===== config.mk =====
export PLATFORM = sky130hd
export DESIGN_NAME = smol_fetch_ctrl
export DESIGN_NICKNAME = d
export VERILOG_FILES = /design/src/rtl/smol_pkg.sv /design/src/rtl/smol_fetch_fifo.sv /design/src/rtl/smol_fetch_ctrl.sv
export SDC_FILE = /design/constraint.sdc
export NUM_CORES = 1
export LEC_CHECK = 0
export CORE_AREA = 2 2 136 138
export CTS_BUF_LIST = sky130_fd_sc_hd__clkbuf_2
export CTS_CLUSTER_SIZE = 16
export DETAILED_ROUTE_END_ITERATION = 6
export DIE_AREA = 0 0 138 140
export PLACE_DENSITY = 0.86
export SYNTH_ARGS = -nofsm -noshare
export SYNTH_HDL_FRONTEND = slang
export SYNTH_HIERARCHICAL = 1
export SYNTH_SLANG_ARGS = --single-unit
export TNS_END_PERCENT = 50

===== constraint.sdc =====
create_clock -name clk -period 5 [get_ports clk]
set_clock_uncertainty 0.05 [all_clocks]
set_input_delay 1.5 -clock clk [delete_from_list [all_inputs] [get_ports clk]]
set_output_delay 1.5 -clock clk [all_outputs]
set_load 0.01 [all_outputs]

===== src/rtl/smol_pkg.sv =====
// Shared types for the smolCore fetch path: FSM states, the buffered fetch entry
// and the default reset PC.
package smol_pkg;

    localparam int unsigned INSTR_W = 32;
    localparam int unsigned PC_W    = 32;

    localparam logic [PC_W-1:0] RESET_PC_DEFAULT = 32'h0000_0000;

    typedef enum logic [1:0] {
        IDLE   = 2'd0,
        RUN    = 2'd1,
        HALTED = 2'd2
    } fetch_state_e;

    typedef struct packed {
        logic [INSTR_W-1:0] instr;
        logic [PC_W-1:0]    pc;
    } fetch_entry_t;

endpackage


===== src/rtl/smol_fetch_fifo.sv =====
// Two-entry FIFO holding returned {instr, pc} words for decode.
// Flush clears occupancy and wins over a simultaneous push.
module smol_fetch_fifo
    import smol_pkg::*;
(
    input  logic         clk,
    input  logic         rst_n,
    input  logic         push,
    input  logic         pop,
    input  logic         flush,
    input  fetch_entry_t din,
    output fetch_entry_t head,
    output logic [1:0]   count
);

    fetch_entry_t mem [2];
    logic         wr_ptr;
    logic         rd_ptr;
    logic         do_push;
    logic         do_pop;

    assign do_push = push & ~flush;
    assign do_pop  = pop & (count != 2'd0);

    always_ff @(posedge clk) begin
        if (!rst_n || flush) begin
            count  <= 2'd0;
            wr_ptr <= 1'b0;
            rd_ptr <= 1'b0;
        end else begin
            if (do_push) wr_ptr <= ~wr_ptr;
            if (do_pop)  rd_ptr <= ~rd_ptr;
            count <= count + {1'b0, do_push} - {1'b0, do_pop};
        end
    end

    // Storage carries no reset; consumers qualify the head with count.
    always_ff @(posedge clk) begin
        if (do_push) mem[wr_ptr] <= din;
    end

    assign head = mem[rd_ptr];

    overflow_chk: assert property (@(posedge clk) disable iff (!rst_n)
        !(do_push && !do_pop && (count == 2'd2)));

endmodule


===== src/rtl/smol_fetch_ctrl.sv =====
// Instruction-fetch sequencer: owns the PC, issues one synchronous ROM read at a time
// and buffers returned words for decode, with start/halt control and redirects.
module smol_fetch_ctrl
    import smol_pkg::*;
#(
    parameter int unsigned     ADDR_WIDTH = 10,
    parameter int unsigned     DATA_WIDTH = INSTR_W,
    parameter int unsigned     XLEN       = PC_W,
    parameter logic [XLEN-1:0] RESET_PC   = RESET_PC_DEFAULT
) (
    input  logic                  clk,
    input  logic                  rst_n,
    input  logic                  start,
    input  logic                  halt_req,
    input  logic                  redirect_valid,
    input  logic [XLEN-1:0]       redirect_pc,
    output logic [ADDR_WIDTH+1:0] imem_addr,
    input  logic [DATA_WIDTH-1:0] imem_rdata,
    output logic                  out_valid,
    input  logic                  out_ready,
    output logic [DATA_WIDTH-1:0] out_instr,
    output logic [XLEN-1:0]       out_pc,
    output logic                  busy
);

    fetch_state_e    state_q;
    fetch_state_e    state_d;
    logic [XLEN-1:0] pc_q;
    logic [XLEN-1:0] inflight_pc_q;
    logic            inflight_q;
    logic [1:0]      fifo_count;
    fetch_entry_t    fifo_head;
    fetch_entry_t    push_entry;
    logic [2:0]      occupancy;
    logic [XLEN-1:0] redirect_target;
    logic            pop;
    logic            issue;

    assign pop = out_valid & out_ready;

    // Slots already claimed once this cycle's pop and the landing word settle;
    // a new read is only launched if its word is guaranteed a free slot.
    assign occupancy = {1'b0, fifo_count} + {2'b0, inflight_q} - {2'b0, pop};
    assign issue     = (state_q == RUN) & ~halt_req & ~redirect_valid & (occupancy < 3'd2);

    assign redirect_target = redirect_pc & ~XLEN'(3);

    always_comb begin
        state_d = state_q;
        if (!redirect_valid) begin
            case (state_q)
                IDLE:    if (start)    state_d = RUN;
                RUN:     if (halt_req) state_d = HALTED;
                HALTED:  if (start)    state_d = RUN;
                default:               state_d = IDLE;
            endcase
        end
    end

    always_ff @(posedge clk) begin
        if (!rst_n) begin
            state_q    <= IDLE;
            pc_q       <= RESET_PC;
            inflight_q <= 1'b0;
        end else begin
            state_q    <= state_d;
            inflight_q <= issue;
            if (redirect_valid) pc_q <= redirect_target;
            else if (issue)     pc_q <= pc_q + XLEN'(4);
        end
    end

    always_ff @(posedge clk) begin
        if (issue) inflight_pc_q <= pc_q;
    end

    assign push_entry.instr = imem_rdata;
    assign push_entry.pc    = inflight_pc_q;

    smol_fetch_fifo u_fifo (
        .clk   (clk),
        .rst_n (rst_n),
        .push  (inflight_q),
        .pop   (pop),
        .flush (redirect_valid),
        .din   (push_entry),
        .head  (fifo_head),
        .count (fifo_count)
    );

    assign imem_addr = pc_q[ADDR_WIDTH+1:0];
    assign out_valid = (fifo_count != 2'd0);
    assign out_instr = out_valid ? fifo_head.instr : '0;
    assign out_pc    = out_valid ? fifo_head.pc : '0;
    assign busy      = inflight_q | (fifo_count != 2'd0);

endmodule


==> results of run 1 <==
## worst paths after layout
kind,startpoint,to,slack [ns],cells past startpoint
max,flop,out_pc[19],0.63,4
min,inflight_pc_q[12],u_fifo/mem[1][12],0.43,0
max reg2reg,u_fifo/count[1],pc_q[13],1.60,10
min reg2reg,inflight_pc_q[12],u_fifo/mem[1][12],0.43,0
## kinds of logic (layout without fill, tap and decap cells)
family,after synthesis,count (layout),share of synthesized area [%]
compound gates,86,86,6.29
xor+xnor,10,10,1.11
fa+ha+maj,4,4,0.671
buf+inv,50,195,4.06
flops,196,196,64.2
mux,65,65,11.1
other cells,1,7,0.0437
simple gates,172,172,12.5
## state kept, by name, indices dropped and copies added, names as in the netlist, named ones only
register,count
u_fifo/wr_ptr,1
u_fifo/mem,128
pc_q,30
state_q,2
inflight_q,1
inflight_pc_q,30
u_fifo/rd_ptr,1
u_fifo/count,2
## stage by stage
step / cell area, µm² / utilization (%) / total power [mW] / hold slack (ns) / setup slack, ns
2_1_floorplan: 8600 / - / 1.90 / 0.371 / 0.314
3_3_place_gp: 10200 / 57.1 / 1.99 / 0.372 / 0.568
3_5_place_dp: 10200 / 57.1 / 1.99 / 0.380 / 0.521
4_1_cts: 10400 / 58.7 / 2.83 / 0.428 / 0.521
5_1_grt: 10400 / 58.7 / 2.91 / 0.456 / 0.406
6_report: 10400 / 58.7 / 2.80 / 0.431 / 0.632
## synth_stat cells, drive strengths merged (4+ instances only)
cell type | n | area share, %
a21oi | 6 | 0.35
a31oi | 18 | 1.3
and2 | 69 | 5.0
and3 | 4 | 0.29
buf | 23 | 2.9
clkbuf | 21 | 0.92
dfxtp | 38 | 8.9
edfxtp | 158 | 55
inv | 5 | 0.22
mux2 | 64 | 11
nand2 | 13 | 0.57
nand2b | 7 | 0.51
nand3 | 14 | 0.82
nand4 | 11 | 0.95
nor2 | 9 | 0.39
nor3 | 4 | 0.23
o21ai | 34 | 2.0
o31ai | 14 | 1.2
or3 | 7 | 0.57
or4 | 17 | 1.5
xnor2 | 7 | 0.80
## layer usage
layer / track usage [%] / vias to the layer above / share of wire [%]
met5: 0 / - / 0
li1: - / 2490 / -
met4: 4.94 / 0 / 0.97
met1: 23.2 / 2468 / 45
met2: 27.7 / 193 / 49
met3: 3.97 / 15 / 5.5
## layout make-up
class / count / area (µm²) / area share, %
Inverter: 6 / 22.5 / 0.216
Antenna cell: 1 / 2.50 / 0.0240
Multi-Input combinational cell: 343 / 2750 / 26.4
Clock buffer: 20 / 100 / 0.959
Sequential cell: 196 / 5510 / 52.8
Clock inverter: 12 / 176 / 1.69
Timing Repair Buffer: 157 / 1590 / 15.2
Tap cell: 229 / 287 / 2.75
## worst register-to-register path: stages (launching register included)
cell and delay [ns]:
dfxtp_1 0.47, or2_2 0.33, and2_1 0.20, ha_1 0.27, nand2b_1 0.15, fa_1 0.53
and4bb_2 0.33, nand4_2 0.09, buf_4 0.22, or4_1 0.53, a31oi_1 0.17
## power by group through the flow
| stage | clock network (mW) | logic (mW) | registers (mW) |
|---|---|---|---|
| detailed placement | 0 | 0.143 | 1.85 |
| global route | 0.933 | 0.157 | 1.82 |
| global placement | 0 | 0.140 | 1.85 |
| CTS | 0.869 | 0.144 | 1.82 |
| floorplan | 0 | 0.0677 | 1.84 |
| finish | 0.842 | 0.144 | 1.82 |
## cell usage in the layout, fill, tap and decap left out, drive strengths merged, types with 8 or more instances in the layout
master,n
nand4,11
dfxtp,38
and2,69
o21ai,34
or4,17
mux2,64
inv,8
nor2,9
clkbuf,20
edfxtp,158
nand2,13
a31oi,18
clkdlybuf4s50,143
nand3,14
o31ai,14
buf,14
==> results.toml, run 1 <==
[sta]
setup-tns-final_ns = 0
rsz0062_at_grt = "false"
achievable-frequency_mhz = 229
setup_viol_count_final = 0
timing.slew.headroom_pct = 51.0
post-route-period-util_pct = 87.4
final.min_clock_period_ns = 4.37
timing_hold_violations_final = 0
slew_violations = 0
worst-slew-pin-transition_ns = 0.733

[die]
floorplan.die.width_um = 138
core-area_um2 = 17800
num_io_pins = 148
die_area_um2 = 19300
row_count = 49
floorplan.initialDensity_pct = 48.2
fp.dieH_um = 140

[power_and_ir_drop]
leakage_nw = 3.54
seq_power_share_pct = 64.8
p_switching_mw = 0.596
pwr_density_cell_nw_per_um2 = 268
power.share.combinational_pct = 5.1
power.share.switching_pct = 21.3
internal_power_component_mw = 2.20
p_clk_share_pct = 30.1
worst_ir_drop_vdd_uv = 137

[placement]
place.port_buffers = 143
place.gp.congestion = 0.839
numPlacedInstances = 931
dp.final_hpwl_um = 11300

[cts]
htree_levels = 4
number_of_setup_buffers_added_after_cts = 0
cts_hold_repair.buffers = 0
ctsResizeCount = 0
root_buffer = "clkbuf_2"
cts_tree = "yes"
numCtsBuffers = 17
cts_clock_pin_slew_for_the_worst_setup_and_hold_paths_ns = 0.25
clock-sinks = 196
cts_buffer_depth = 2
clock_latency_ns = 0.74

[drt]
vias_per_cell = 5.36
number_of_design_rule_violations_left_by_the_first_detailed_router_iteration = 430
post-route-drc-count = 0
drt.antenna.violating_nets = 0
route.final.wire_length_um = 16300
avgRoutedWirePerCell_um = 16.9
drtPass1Iterations = 5
route.vias.total = 5166

[critical_path]
timing.critical_path.cells = "buf_4 -> mux2_4 -> and2_1 -> clkdlybuf4s50_1"
endpoint_kind = "output pin"
worst_path_dominant_cell_family = "buffers and inverters"
worst-path-max-fanout = 20
worst_path_largest_cell_delay_ns = 0.65
critPathBufInv = 2
worst_ep_required_time_ns = 3.45
timing.critical_path.from_type = "flop"
setup.worst_path.class = "reg -> out"
cp_slowest_cell = "dfxtp_4"
timing.critical_path.arrival_ns = 2.82

[worst_hold_path]
min_path_type = "reg -> reg"

[yosys]
postSynthAreaPerCell_um2 = 14.7
synth.lib_cells_used.distinct = 56
synth_edf_count = 158
synthFlopType = "edfxtp_1"
synth-warning-count = 6
asyncSetResetFlopFracSynth_pct = 0
synthesis.instances = 584
synth.cell_area_um2 = 8580
ys_ff_latch = 196
synth-seq-area-share_pct = 64.2

[finish]
layout-drive-gt1-share_pct = 16.3
area_growth_syn_to_layout_pct = 21.7
num-fill-cells = 1417
post_layout_nonfiller_instances = 964
finish.net_count = 795

[grt]
number_of_global_route_vias_before_repair = 4877
grt_max_degree = 66
grt_antenna_before_repair = 1
grt_util_all_layers_pct = 17.1
overflow = 0
grt_pass1_wl_um = 26000

[status]
status = "complete, no violations"

[job]
maxCapViolCount = 0
Power figures use the tool's default switching activity.
==> inputs of run 2 (changes only) <==
CORE_AREA = 4 4 175 177   (was 2 2 136 138)
DIE_AREA = 0 0 179 181   (was 0 0 138 140)
PLACE_DENSITY = 0.6   (was 0.86)
==> run 2 against run 1 <==
Effect of this change: global-route usage decreased by 5.9 points; core utilization decreased by 23 points; setup slack improved by 0.015 ns; total power decreased by 3.2%; clock-buffer cell count decreased by 1; register-to-register slack got worse by 0.13 ns; combinational power about the same; design area increased by 1.4%; non-clock buffer count unchanged; via count decreased by 2.9%; sequential cell count unchanged; critical endpoint is now out_pc[14]; cell count increased by 17%.
==> results.toml, run 2 (synthesis gave the netlist of run 1 again) <==
[status]
status = "complete, no violations"

[cts]
number_of_setup_buffers_added_after_cts = 0
clock_latency_ns = 0.75
htree_levels = 4
cts_clock_pin_slew_for_the_worst_setup_and_hold_paths_ns = 0.26
cts_tree = "yes"
cts_hold_repair.buffers = 0
cts_buffer_depth = 2
root_buffer = "clkbuf_2"
clock-sinks = 196
numCtsBuffers = 17
ctsResizeCount = 0

[drt]
number_of_design_rule_violations_left_by_the_first_detailed_router_iteration = 304
drt.antenna.violating_nets = 0
avgRoutedWirePerCell_um = 16.0
vias_per_cell = 4.46
post-route-drc-count = 0
drtPass1Iterations = 4
route.final.wire_length_um = 18000
route.vias.total = 5015

[critical_path]
worst-path-max-fanout = 65
setup.worst_path.class = "reg -> out"
worst_ep_required_time_ns = 3.45
timing.critical_path.arrival_ns = 2.80
cp_slowest_cell = "dfxtp_1"
critPathBufInv = 2
endpoint_kind = "output pin"
worst_path_largest_cell_delay_ns = 0.61
worst_path_dominant_cell_family = "buffers and inverters"
timing.critical_path.cells = "or2_2 -> buf_4 -> and2_1 -> clkdlybuf4s50_1"
timing.critical_path.from_type = "flop"

[job]
maxCapViolCount = 0

[finish]
multiInputGateArea_um2 = 2760
top_regs = "u_fifo/mem: 128 flops, inflight_pc_q: 30 flops, pc_q: 30 flops"
layout-drive-gt1-share_pct = 16.5
layout.area.seq_um2 = 5510
finish.net_count = 795
layout_commonest_cell = "edfxtp_1"
number_of_flip_flops_in_the_largest_register = 128
area_growth_syn_to_layout_pct = 23.4
commonest_cells_after_routing_fill_and_taps_aside = "edfxtp_1 (158), clkdlybuf4s50_1 (143), and2_1 (68), mux2_4 (60), dfxtp_1 (37)"
num-fill-cells = 2806
largest_register = "u_fifo/mem"

[die]
floorplan.initialDensity_pct = 29.3
die_area_um2 = 32400
fp.dieH_um = 181
num_io_pins = 148
core-area_um2 = 29200
floorplan.die.width_um = 179
row_count = 63

[placement]
place.port_buffers = 143
pre_cts_ws_ns = 0.251
place.gp.congestion = 0.740
dp.final_hpwl_um = 12300

[sta]
final.min_clock_period_ns = 4.35
finalWorstSetupSlack_ns = 0.646
timing.slew.headroom_pct = 63.0
achievable-frequency_mhz = 230
post-route-period-util_pct = 87.1
rsz0062_at_grt = "false"
slew_violations = 0
worst-slew-pin-transition_ns = 0.555
setup-tns-final_ns = 0
timing_hold_violations_final = 0
setup_viol_count_final = 0

[power_and_ir_drop]
pwr_density_cell_nw_per_um2 = 256
worst_ir_drop_vdd_uv = 104
leakage_nw = 3.52

[grt]
grt_pass1_wl_um = 27800
grt_max_degree = 66
overflow = 0
grt_util_all_layers_pct = 11.1
number_of_global_route_vias_before_repair = 4778
grt_antenna_before_repair = 1

[worst_hold_path]
min_path_type = "reg -> reg"
## run 2: worst paths after layout
kind	start	endpoint	slack, ns	depth (start not counted)
min	inflight_pc_q[5]	u_fifo/mem[0][5]	0.43	0
min reg2reg	inflight_pc_q[5]	u_fifo/mem[0][5]	0.43	0
max reg2reg	u_fifo/count[1]	pc_q[19]	1.47	10
max	u_fifo/count[1]	out_pc[14]	0.65	4
## run 2: area by class of cell
type                            instances  share of cell area (%)
Inverter                                6                   0.213
Multi-Input combinational cell        343                    26.0
Antenna cell                            1                  0.0236
Clock inverter                         13                    1.16
Sequential cell                       196                    52.1
Timing Repair Buffer                  157                    15.0
Clock buffer                           19                   0.899
Tap cell                              390                    4.61
## run 2: per-stage QoR
stage | instance area (µm²) | util, % | power [mW] | cells | hold WS [ns]
after floorplan | 8600 | - | 1.90 | 589 | 0.371
after global placement | 10400 | 35.4 | 2.00 | 1092 | 0.373
after detailed placement | 10400 | 35.4 | 2.00 | 1092 | 0.381
after global routing | 10600 | 36.2 | 2.85 | 1125 | 0.445
final | 10600 | 36.2 | 2.71 | 1125 | 0.432
after CTS | 10600 | 36.2 | 2.76 | 1124 | 0.421
## run 2: power by group
group,leakage [nW],internal [mW],switching (mW)
Clock,0.149,0.197,0.552
Sequential,1.75,1.78,0.0347
Combinational,1.63,0.0864,0.0595
## run 2: routing by layer
metal	vias up	wire, µm	part of all wire [%]	GRT usage (%)
met2	132	8340	46	17.2
li1	2474	-	-	-
met1	2399	8490	47	15.5
met5	-	0	0	0
met3	10	965	5.4	2.72
met4	0	229	1.3	3.35
